**src/rtl/piso_stream.sv**
```systemverilog
// Parallel-in/serial-out shifter with a one-word holding register so that
// consecutive words serialise back to back on the product path.
module piso_stream #(
    parameter int WIDTH     = 8,
    parameter bit MSB_FIRST = 1'b0,
    parameter int CNT_W     = $clog2(WIDTH + 1)
) (
    input  logic             clk,
    input  logic             reset_n,
    input  logic             flush,
    input  logic             load_valid,
    output logic             load_ready,
    input  logic [WIDTH-1:0] data_in,
    input  logic             shift_en,
    output logic             serial_out,
    output logic             serial_valid,
    output logic             busy,
    output logic             done
);

    typedef enum logic {IDLE = 1'b0, SHIFT = 1'b1} state_t;

    state_t            state, next_state;
    logic [WIDTH-1:0]  sr, hr, sr_shifted;
    logic [CNT_W-1:0]  cnt;
    logic              hr_full, hr_full_nxt;
    logic              accept, last_shift, out_bit;

    assign load_ready = !hr_full && !flush;
    assign accept     = load_valid && load_ready;
    assign last_shift = (state == SHIFT) && shift_en && (cnt == CNT_W'(WIDTH - 1));
    assign out_bit    = MSB_FIRST ? sr[WIDTH-1] : sr[0];
    assign sr_shifted = MSB_FIRST ? {sr[WIDTH-2:0], 1'b0} : {1'b0, sr[WIDTH-1:1]};

    always_ff @(posedge clk or negedge reset_n) begin
        if (!reset_n) state <= IDLE;
        else          state <= next_state;
    end

    always_comb begin
        next_state  = state;
        hr_full_nxt = hr_full;
        if (flush) begin
            next_state  = IDLE;
            hr_full_nxt = 1'b0;
        end else begin
            case (state)
                IDLE:  if (accept) next_state = SHIFT;
                SHIFT: begin
                    if (last_shift && !hr_full && !accept) next_state = IDLE;
                    if (last_shift && hr_full)             hr_full_nxt = 1'b0;
                    else if (accept && !last_shift)        hr_full_nxt = 1'b1;
                end
                default: next_state = IDLE;
            endcase
        end
    end

    always_ff @(posedge clk or negedge reset_n) begin
        if (!reset_n) begin
            sr           <= '0;
            hr           <= '0;
            cnt          <= '0;
            hr_full      <= 1'b0;
            busy         <= 1'b0;
            serial_out   <= 1'b0;
            serial_valid <= 1'b0;
            done         <= 1'b0;
        end else begin
            hr_full <= hr_full_nxt;
            busy    <= (next_state == SHIFT) || hr_full_nxt;
            if (flush) begin
                sr           <= '0;
                hr           <= '0;
                cnt          <= '0;
                serial_out   <= 1'b0;
                serial_valid <= 1'b0;
                done         <= 1'b0;
            end else begin
                serial_valid <= 1'b0;
                done         <= 1'b0;
                if (state == SHIFT && shift_en) begin
                    serial_out   <= out_bit;
                    serial_valid <= 1'b1;
                    done         <= last_shift;
                    if (!last_shift) begin
                        sr  <= sr_shifted;
                        cnt <= cnt + CNT_W'(1);
                    end else if (hr_full) begin
                        sr  <= hr;
                        cnt <= '0;
                    end else if (accept) begin
                        // Holding register empty: the new word skips it entirely.
                        sr  <= data_in;
                        cnt <= '0;
                    end else begin
                        sr  <= '0;
                        cnt <= '0;
                    end
                end
                if (state == IDLE && accept) begin
                    sr  <= data_in;
                    cnt <= '0;
                end
                if (state == SHIFT && accept && !last_shift) hr <= data_in;
            end
        end
    end

endmodule
```
**config.mk**
```make
export PLATFORM = sky130hd
export DESIGN_NAME = piso_stream
export DESIGN_NICKNAME = d
export VERILOG_FILES = /design/src/rtl/piso_stream.sv
export SDC_FILE = /design/constraint.sdc
export NUM_CORES = 1
export LEC_CHECK = 0
export CAP_MARGIN = 25
export CORE_MARGIN = 4
export CORE_UTILIZATION = 53
export DETAILED_ROUTE_END_ITERATION = 12
export PLACE_DENSITY = 0.78
export SLEW_MARGIN = 20
export SYNTH_ARGS = -nofsm -noshare
export SYNTH_HDL_FRONTEND = slang
export SYNTH_SLANG_ARGS = --single-unit
```
**constraint.sdc**
```tcl
create_clock -name clk -period 4.5 [get_ports clk]
set_input_delay 1.35 -clock clk [delete_from_list [all_inputs] [get_ports clk]]
set_output_delay 1.35 -clock clk [all_outputs]
set_load 0.05 [all_outputs]
```
==> impl_metrics.ini <==
[run_status]
status = completed

[grt]
grt_antenna_before_repair = 0
grt_start_max_net_pins = 27
grt_use_total_pct = 18.33
overflow = 0
grt_pass1_vias = 1014
grt_pass1_wl_um = 4767

[worst_setup_path]
worst-path-buf-inv = 2
reg2reg_depth = 4
critPathTopFamily = buffers and inverters
end_kind = output port
r2r_slack_ns = 2.51
crit_slowest_cell = clkdlybuf4s50_1
slowest_delay_ns = 0.41
critPathKind = input port to output port
start_kind = input port
crit_fanout = 2
crit_arrival_ns = 2.15
reg2reg_to = sr[3]
cp_cell_sequence = clkdlybuf4s50_1 > nor2_1 > buf_12
cp_data_required_time_ns = 3.15
r2r-start = state

[place]
place_area_um2 = 1524
place_ws_ns = 1.004
gp_congestion = 0.7606
io_buffers = 17
dp_hpwl_um = 2031

[pwr]
p_total_mw = 0.4907
swShare_pct = 25.52
ir_drop_mv = 0.3525
pwr-share-seq_pct = 51.9
powerDensity_nw_per_um2 = 311.2
combPwrFrac_pct = 14.8
p_int_mw = 0.3654
clkPwrFrac_pct = 33.3
net-switching-power_mw = 0.1252
leakagePower_nw = 0.7296

[min_path]
hold_class = register to register
holdPathEnd = sr[0]
hold_path_startpoint = sr[0]
hold_depth = 1

[logic_synthesis]
netlist_area_um2 = 1334
ys_types = 33
syn_nets = 149
synth_seq_area_share_pct = 48.78
synthArstFlopShare_pct = 100.0
postSynthAreaPerCell_um2 = 9.880
yosys_register_bits = 26
synth_edf_count = 0
syn_inst = 135
yosys_warnings = 0
synth_flop_cell = dfrtp_1

[routing]
via_per_inst = 6.084
drtAntennaViolNets = 0
wl_um = 2893
drc_errors = 0
drt_iter0_markers = 36
drt_first_pass_iters = 5
routedWlPerCell_um = 16.25
via_count = 1083

[finish]
area_delta_synth_final_pct = 18.20
nets = 165
drive_above_1_share_pct = 8.000
diodes = 0
post-route-cell-area_um2 = 1577

[sta]
drv_slew = 0
relSlewSlack_pct = 55.38
fin_tns_setup_ns = 0
rsz0062_at_grt = no
min_period_ns = 3.498
setup_slack_ns = 1.002
max_freq_mhz = 285.9
clock_skew_ns = 0.006826
worst_slew_pin_slew_ns = 0.6693
setup_viol = 0
min_period_over_period_pct = 77.73
hold_viol = 0

[die]
die_w_um = 58.17
core_area_um2 = 2297
start_util_pct = 58.06
die_area_um2 = 3383
die_y_um = 58.17
core.rowCount = 17
top_level_ports = 18

[clock_network]
cts_root_buf = clkbuf_4
cts_buffer_depth = 2
htree_levels = 1
cts_resized = 0
cts_buffers = 3
post_cts_buffers = 0
cts_tree = built
cts_hold_buf = 0
worstSkewPairLatency_ns = 0.34
clk_pin_slew_ns = 0.14
cts_sinks = 26

[run]
cap_violations = 0
power by group through the flow:
stage                     Sequential [mW]  Clock [mW]  Combinational (mW)
final                               0.255       0.163              0.0725
after global routing                0.256       0.174              0.0787
after detailed placement            0.259           0              0.0728
after global placement              0.258           0              0.0705
after CTS                           0.254       0.165              0.0728
after floorplan                     0.255           0              0.0453
cell type report:
cell class	instances	area (µm²)
multi-input combinational	100	639.4
inverter	1	3.754
clock inverter	1	30.03
clock buffer	3	22.52
tap	28	35.03
timing repair buffer	19	195.2
fill	191	720.7
sequential	26	650.6
cell usage after synthesis, types with 2 or more instances:
master    count  area share [%]
dfrtp_1      26              49
nand2_1      17             4.8
nor2_1       13             3.7
nor2b_1       9             4.2
mux2i_1       8             6.0
a21oi_1       6             2.3
a221oi_1      6             3.9
o21ai_1       6             2.3
o22ai_1       6             2.8
nand3_1       5             1.9
clkbuf_1      3            0.84
nand3b_1      3             1.7
a211oi_1      2             1.1
a22o_1        2             1.3
a32o_1        2             1.5
buf_1         2            0.56
buf_2         2            0.75
o21ai_0       2            0.75
worst reg2reg max path: stages (launching register included):
cell and delay [ns]:
dfrtp_1 0.63, nor4b_4 0.66, a21oi_2 0.15, a221oi_1 0.33, o21ai_1 0.12
flip-flops by register name, indices dropped and copies added, names as in the netlist:
signal / flops
busy: 1
cnt: 4
done: 1
hr: 8
hr_full: 1
serial_out: 1
serial_valid: 1
sr: 8
state: 1
cell usage in the layout (no fill, tap or decap), drive strengths merged:
| cell type | instances |
|---|---|
| a211oi | 2 |
| a21o | 1 |
| a21oi | 7 |
| a221oi | 6 |
| a22o | 2 |
| a32o | 2 |
| and4b | 1 |
| buf | 3 |
| bufinv | 1 |
| clkbuf | 3 |
| clkdlybuf4s50 | 16 |
| dfrtp | 26 |
| ha | 1 |
| inv | 1 |
| mux2i | 8 |
| nand2 | 17 |
| nand2b | 1 |
| nand3 | 6 |
| nand3b | 3 |
| nand4b | 1 |
| nor2 | 14 |
| nor2b | 9 |
| nor3b | 1 |
| nor4b | 1 |
| o2111ai | 1 |
| o211a | 1 |
| o21ai | 8 |
| o22ai | 6 |
| xnor2 | 1 |
how the worst max path moves through the flow:
stage | from | end | slack [ns] | cells after the start
global placement | flush | load_ready | 1.00 | 3
detailed placement | flush | load_ready | 1.00 | 3
global route | flush | load_ready | 0.98 | 3
CTS | flush | load_ready | 1.0 | 3
finish | flush | load_ready | 1.00 | 3
floorplan | flush | load_ready | 0.77 | 3
metrics by stage:
stage	hold WS, ns	cells	util, %
floorplan	0.4563	135	-
global placement	0.4745	174	66.34
detailed placement	0.4816	174	66.34
CTS	0.5125	178	68.63
global route	0.5396	178	68.63
finish	0.5093	178	68.63
per-layer routing:
metal  vias up  part of all wire [%]  track usage (%)
li1        520                     -                -
met1       533                    47            25.25
met2        25                    48            29.19
met3         5                   3.7            2.673
met4         0                   1.7            6.954
met5         -                     0                0
cells by family after synthesis:
family                     Yosys count  share of synthesized area (%)
and+or+nand+nor                     54                          21.67
AOI/OAI and AO/OA                   36                          18.67
DFF                                 26                          48.78
buffers and inverters                9                          3.283
muxes                                8                          6.004
xor gates and xnor gates             1                         0.6568
adders and majority gates            1                         0.9379
No activity file was read; power rests on OpenSTA's default activity.
